--- config.mk ---
export PLATFORM = sky130hd
export DESIGN_NAME = alu_bist
export DESIGN_NICKNAME = d
export VERILOG_FILES = /design/src/rtl/alu_defs_pkg.sv /design/src/rtl/alu_bist_rom.sv /design/src/rtl/alu_bist.sv
export SDC_FILE = /design/constraint.sdc
export NUM_CORES = 1
export LEC_CHECK = 0
export CORE_AREA = 2 2 95 97
export CTS_CLUSTER_DIAMETER = 80
export DETAILED_ROUTE_END_ITERATION = 12
export DIE_AREA = 0 0 97 99
export PLACE_DENSITY_LB_ADDON = 0.1
export RECOVER_POWER = 100
export SYNTH_ARGS = -nofsm -noshare
export SYNTH_HDL_FRONTEND = slang
export SYNTH_SLANG_ARGS = --single-unit
export TNS_END_PERCENT = 1
--- constraint.sdc ---
create_clock -name clk -period 3.4 [get_ports clk]
set_clock_uncertainty 0.2 [all_clocks]
set_input_delay 0.85 -clock clk [delete_from_list [all_inputs] [get_ports clk]]
set_output_delay 0.85 -clock clk [all_outputs]
set_load 0.05 [all_outputs]
--- src/rtl/alu_defs_pkg.sv ---
// Shared ALU definitions: opcode encodings, NZCV flag bit positions and the
// self-test vector record used by the BIST ROM and controller.
package alu_defs;

  localparam int ALU_N = 32;

  typedef enum logic [2:0] {
    OP_ADD = 3'b000,
    OP_SUB = 3'b001,
    OP_AND = 3'b010,
    OP_OR  = 3'b011,
    OP_SLT = 3'b101
  } alu_op_e;

  // Flag vectors are always ordered {N, Z, C, V}.
  localparam int FLAG_N = 3;
  localparam int FLAG_Z = 2;
  localparam int FLAG_C = 1;
  localparam int FLAG_V = 0;

  typedef struct packed {
    alu_op_e          op;
    logic [ALU_N-1:0] a;
    logic [ALU_N-1:0] b;
    logic [ALU_N-1:0] result;
    logic [3:0]       flags;
    logic [3:0]       mask;
  } vec_t;

endpackage

--- src/rtl/alu_bist_rom.sv ---
// Directed ALU self-test vectors, combinational lookup by vector index.
// Zero latency; no flow control.
module alu_bist_rom
  import alu_defs::*;
(
  input  logic [2:0] idx,
  output vec_t       vec
);

  always_comb begin
    vec = '0;
    case (idx)
      3'd0: vec = '{op: OP_OR,  a: 32'h80D0_0000, b: 32'h80D0_00F0,
                    result: 32'h80D0_00F0, flags: 4'b1000, mask: 4'b1111};
      3'd1: vec = '{op: OP_AND, a: 32'h80D0_0040, b: 32'h80D0_00F0,
                    result: 32'h80D0_0040, flags: 4'b1000, mask: 4'b1111};
      3'd2: vec = '{op: OP_ADD, a: 32'h7FFF_FFFF, b: 32'h7FFF_FFFF,
                    result: 32'hFFFF_FFFE, flags: 4'b1001, mask: 4'b1111};
      3'd3: vec = '{op: OP_SUB, a: 32'h0000_0000, b: 32'hFFFF_FFFF,
                    result: 32'h0000_0001, flags: 4'b0000, mask: 4'b1111};
      // SLT flags are implementation-defined, so only the result is checked.
      3'd4: vec = '{op: OP_SLT, a: 32'h80D0_0000, b: 32'h80D0_00F0,
                    result: 32'h0000_0001, flags: 4'b0000, mask: 4'b0000};
      3'd5: vec = '{op: OP_ADD, a: 32'hFFFF_FFFF, b: 32'h0000_0001,
                    result: 32'h0000_0000, flags: 4'b0110, mask: 4'b1111};
      3'd6: vec = '{op: OP_SUB, a: 32'h1234_5678, b: 32'h1234_5678,
                    result: 32'h0000_0000, flags: 4'b0110, mask: 4'b1111};
      3'd7: vec = '{op: OP_SUB, a: 32'h8000_0000, b: 32'h0000_0001,
                    result: 32'h7FFF_FFFF, flags: 4'b0011, mask: 4'b1111};
      default: vec = '0;
    endcase
  end

endmodule

--- src/rtl/alu_bist.sv ---
// ALU built-in self-test: drives stored vectors into the ALU and checks result/flags.
// Two cycles per vector (APPLY, CHECK); start is only accepted in IDLE.
module alu_bist
  import alu_defs::*;
#(
  parameter int N            = ALU_N,
  parameter int NUM_VEC      = 8,
  parameter bit STOP_ON_FAIL = 1'b0
) (
  input  logic         clk,
  input  logic         rst_n,
  input  logic         start,
  output logic         busy,
  output logic         done,
  output logic         pass,
  output logic [3:0]   fail_count,
  output logic [2:0]   fail_index,
  output logic [N-1:0] fail_result,
  output logic [N-1:0] alu_a,
  output logic [N-1:0] alu_b,
  output logic [2:0]   alu_control,
  input  logic [N-1:0] alu_result,
  input  logic         f_negative,
  input  logic         f_zero,
  input  logic         f_carry,
  input  logic         f_overFlow
);

  typedef enum logic [1:0] {
    S_IDLE,
    S_APPLY,
    S_CHECK,
    S_DONE
  } state_e;

  state_e       state;
  logic [2:0]   idx;
  logic [2:0]   rom_idx;
  vec_t         rom_vec;
  logic [N-1:0] exp_result;
  logic [3:0]   exp_flags;
  logic [3:0]   exp_mask;
  logic [3:0]   obs_flags;
  logic         mismatch;
  logic         last_vec;
  logic         stop_now;

  // The ROM is always addressed with the vector about to be loaded; the
  // expected fields travel with the operands so CHECK needs no second lookup.
  assign rom_idx = (state == S_IDLE) ? 3'd0 : idx + 3'd1;

  alu_bist_rom u_rom (
    .idx (rom_idx),
    .vec (rom_vec)
  );

  assign obs_flags = {f_negative, f_zero, f_carry, f_overFlow};
  assign mismatch  = (alu_result != exp_result) ||
                     (((obs_flags ^ exp_flags) & exp_mask) != 4'd0);
  assign last_vec  = (idx == 3'(NUM_VEC - 1));
  assign stop_now  = last_vec || (STOP_ON_FAIL && mismatch);

  always_ff @(posedge clk) begin
    if (!rst_n) begin
      state       <= S_IDLE;
      idx         <= '0;
      busy        <= 1'b0;
      done        <= 1'b0;
      pass        <= 1'b0;
      fail_count  <= '0;
      fail_index  <= '0;
      fail_result <= '0;
      alu_a       <= '0;
      alu_b       <= '0;
      alu_control <= OP_ADD;
      exp_result  <= '0;
      exp_flags   <= '0;
      exp_mask    <= '0;
    end else begin
      done <= 1'b0;
      case (state)
        S_IDLE: begin
          if (start) begin
            state       <= S_APPLY;
            busy        <= 1'b1;
            idx         <= '0;
            pass        <= 1'b0;
            fail_count  <= '0;
            fail_index  <= '0;
            fail_result <= '0;
            alu_a       <= rom_vec.a;
            alu_b       <= rom_vec.b;
            alu_control <= rom_vec.op;
            exp_result  <= rom_vec.result;
            exp_flags   <= rom_vec.flags;
            exp_mask    <= rom_vec.mask;
          end
        end

        // One full cycle for the ALU to settle on the new operands.
        S_APPLY: state <= S_CHECK;

        S_CHECK: begin
          if (mismatch) begin
            if (fail_count != 4'hF) begin
              fail_count <= fail_count + 4'd1;
            end
            if (fail_count == 4'd0) begin
              fail_index  <= idx;
              fail_result <= alu_result;
            end
          end
          if (stop_now) begin
            state <= S_DONE;
            busy  <= 1'b0;
            done  <= 1'b1;
            pass  <= (fail_count == 4'd0) && !mismatch;
          end else begin
            state       <= S_APPLY;
            idx         <= idx + 3'd1;
            alu_a       <= rom_vec.a;
            alu_b       <= rom_vec.b;
            alu_control <= rom_vec.op;
            exp_result  <= rom_vec.result;
            exp_flags   <= rom_vec.flags;
            exp_mask    <= rom_vec.mask;
          end
        end

        S_DONE:  state <= S_IDLE;
        default: state <= S_IDLE;
      endcase
    end
  end

endmodule

==> run summary <==
The register clock-pin slew on the reported worst setup and hold paths was 0.07 ns; the area of all placed cells without fillers was 0.00536 mm^2. The minimum clock period is 3.05 ns. The cell row count was 34. Via count of the first global-routing pass: 3853. The iteration count of the initial detailed-routing pass was 4; the global-route track usage on met3 was 3.48%. The HPWL reported at the end of detailed placement came out at 7.89 mm. The leading cell type in the layout, fill and taps excluded is dlygate4sd3_1. TritonCTS created 9 clock buffers. The register area share after synthesis came out at 35.2%.

The repair_antennas step left the layout with diodes totalling 0. The tools report the slack of the worst reg-to-reg path as 0.77 ns. Counting instances, the worst hold path has a depth of 2.

The startpoint identified for the worst hold timing path is alu_a[6]. The max-slew violation total from the final report came out at 0. TritonCTS built the clock tree. For this run, the number of Yosys warnings is 0. The count of state elements after synthesis is 70. Routability-driven placement finished with a final weighted congestion of 0.837. The tools report the cell area after technology mapping as 0.00398 mm^2. Clock root buffer master: clkbuf_8.

The count of flip-flops with a built-in enable after synthesis was 0. For this run, the leading register cell type out of synthesis is dfxtp_1. STA classifies the critical path startpoint as an input port. For the number of antenna violations at the first check in global routing, the log shows 0. Pin placement for this block handled 148 I/O pins. In the global route stage, met1 resource usage came out at 29.3%.

The count of nets left with antenna violations once routing finished came out at 0. STA puts the critical path data arrival time at 3.03 ns. The routed via count divided by cell count works out to 5.80.

Setup-violating endpoint count in the final report: 0. Power spread over the standard cell area amounts to 399 mW/mm^2. The portion of the clock cycle consumed by the worst path in the final layout is 89.8%, and the die outline area is 0.00960 mm^2. The floorplan step set the die width to 97 um. The synthesized area per cell came out at 8.06 um^2. The initial utilization of the core area, before any placement, comes to 46.6%. Across the VDD grid, the largest voltage drop is 0.228 mV. In this run the post-CTS setup repair buffer count came out at 0. The worst register-to-register path begins at idx[0].

Area growth from synthesis to layout: 34.6%. The worst register-to-register path has a depth of 7. The number of sinks on the clock net is 70, and the top fanout value on the critical path is 20.

Cell with the largest stage delay on the worst path: or4_4. The logs give 0.00855 mm^2 for the placeable core region and 46 for the number of different library cells in the post-synthesis netlist. For the overflow left after global routing, the log shows 0.

In the layout the commonest cells are dlygate4sd3_1, dfxtp_1, nand2_1. The tools report the endpoint class of the critical path as a flip-flop. The number of fill cells in the layout is 763. In this design, the stage delay of the slowest critical-path cell is 0.53 ns.

Remaining design rule violation count: 0. The worst hold path terminates at alu_a[6]. Data on the critical path is required at its endpoint by 3.38 ns.

The critical path in this run is classified as in2reg. The fraction of layout instances using a drive strength above 1 was 6.20%; the overall fraction of global-route tracks in use was 22.7%. Leakage power of the design: 0.00208 uW. The critical path goes through clkdlybuf4s50_1 -> or4_4 -> a22oi_1 -> o2111ai_2 -> clkbuf_2 -> o2111ai_1 -> a31oi_1. The tools report the net total in the final layout as 626.

The number of input and output port buffers inserted works out to 147. Hold repair after CTS inserted 0 buffers. For the gate count of the mapped netlist, the log shows 494. The number of max-capacitance violations reported came out at 0. The tools report the capture instance of the worst register-to-register path as alu_a[31].

Counting flops with an async set or reset pin after synthesis yields a share of 0%. The pin count of the biggest net entering global routing came out at 36. The tools report the global-route met2 utilization as 37.9%. The worst hold path belongs to the class reg2reg. Total negative setup slack: 0 ns. Dividing the detail-routed wire length by the instance count gives 16.4 um.

Summing over every cut layer, the via total after detailed routing is 3995. For the number of hold violations in the final report, the log shows 0. Setup repair after global routing left no endpoint under its margin.

The number of nets handed over by synthesis was 544. The tools report the worst-case clock buffer depth as 2. The layer flagged by global routing as most heavily used is met2. The count of routing violations after the opening detailed-route iteration came out at 226. For the H-tree level count, the log shows 3.

The run finished with clean final reports. Headroom to the max-slew limit came out at 22.4%. The first global-routing pass estimated 18.2 mm of wire.

In this design, the largest share of critical-path delay is due to compound AO/OA/AOI/OAI gates. The post-CTS resize count is 0. The slew of the pin with the lowest slew margin was 1.16 ns. The maximum operating frequency came out at 328 MHz.

The critical path buffer and inverter count was 2; the chip height was 99 um. The run gives 11.3 mm as the detailed-route wire length. Once placement finished, the instance area stood at 0.00517 mm^2.

The run gives 0.35 ns as the latest clock arrival within the worst-skew pair.
## final cells by class
type	count	area (um^2)	area share, %
Sequential cell	70	1400	26.2
Multi-Input combinational cell	324	1980	37.0
Timing Repair Buffer	164	1590	29.7
Tap cell	108	135	2.52
Clock inverter	6	85.1	1.59
Inverter	7	26.3	0.490
Clock buffer	10	138	2.57
## report_power, final
group	leakage [uW]	switching (uW)	internal, uW
clock network	0.000108	326	430
registers	0.000570	32.4	847
logic	0.00140	344	159
total	0.00208	703	1440
## worst max-delay path by stage
stage	slack, ns	to	startpoint	cells past startpoint
after global routing	0.18	alu_b[31]	start	7
after global placement	0.23	fail_result[3]	alu_result[15]	7
after CTS	0.43	alu_a[7]	alu_a[30]	1
after detailed placement	0.19	fail_result[3]	alu_result[15]	7
final	0.35	fail_result[30]	alu_result[3]	7
after floorplan	0.79	fail_result[28]	alu_result[3]	6
## through the flow
step	setup WS (ns)	utilization (%)	hold slack, ns	cells	power [uW]
2_1_floorplan	0.793	-	0.248	494	1270
3_3_place_gp	0.228	60.5	0.250	673	1420
3_5_place_dp	0.186	60.5	0.251	673	1430
4_1_cts	0.426	63.1	0.262	689	2180
5_1_grt	0.176	62.7	0.302	689	2210
6_report	0.347	62.7	0.261	689	2140
## layer usage
| metal | vias to the layer above | wire length, um |
|---|---|---|
| li1 | 1945 | - |
| met1 | 1879 | 5030 |
| met2 | 153 | 5390 |
| met3 | 18 | 686 |
| met4 | 0 | 183 |
| met5 | - | 0 |
## registers in the layout, indices dropped and copies added (netlist names)
name         flops
idx              3
alu_b            6
alu_a            6
fail_count       4
exp_mask         1
state            2
done             1
fail_result     32
exp_flags        2
pass             1
fail_index       3
busy             1
exp_result       5
alu_control      3
## cells in the mapped netlist, drive strengths merged, types with 7 or more instances
master / number / area [um^2]
nand3: 42 / 210
nand2: 57 / 214
o21ai: 16 / 80.1
buf: 61 / 453
clkbuf: 32 / 120
nand4: 7 / 43.8
and2: 8 / 50.1
a21oi: 31 / 155
o2111ai: 36 / 322
ha: 11 / 138
nor2: 22 / 82.6
a31oi: 39 / 244
dfxtp: 70 / 1400
inv: 7 / 26.3
## worst reg2reg max path, delay by kind of cell, from the launching register on
family	cells	cell delay [ns]
buf+inv	1	0.78
simple gates	3	0.50
fa+ha+maj	2	0.47
compound gates	1	0.23
flops	1	0.36
## cells by family after synthesis
family          share of synthesized area (%)
xor+xnor                                 1.54
mux                                     0.503
simple gates                             19.7
buf+inv                                  15.1
flops                                    35.2
fa+ha+maj                                3.46
compound gates                           24.5
(Power assumes the default switching activity.)
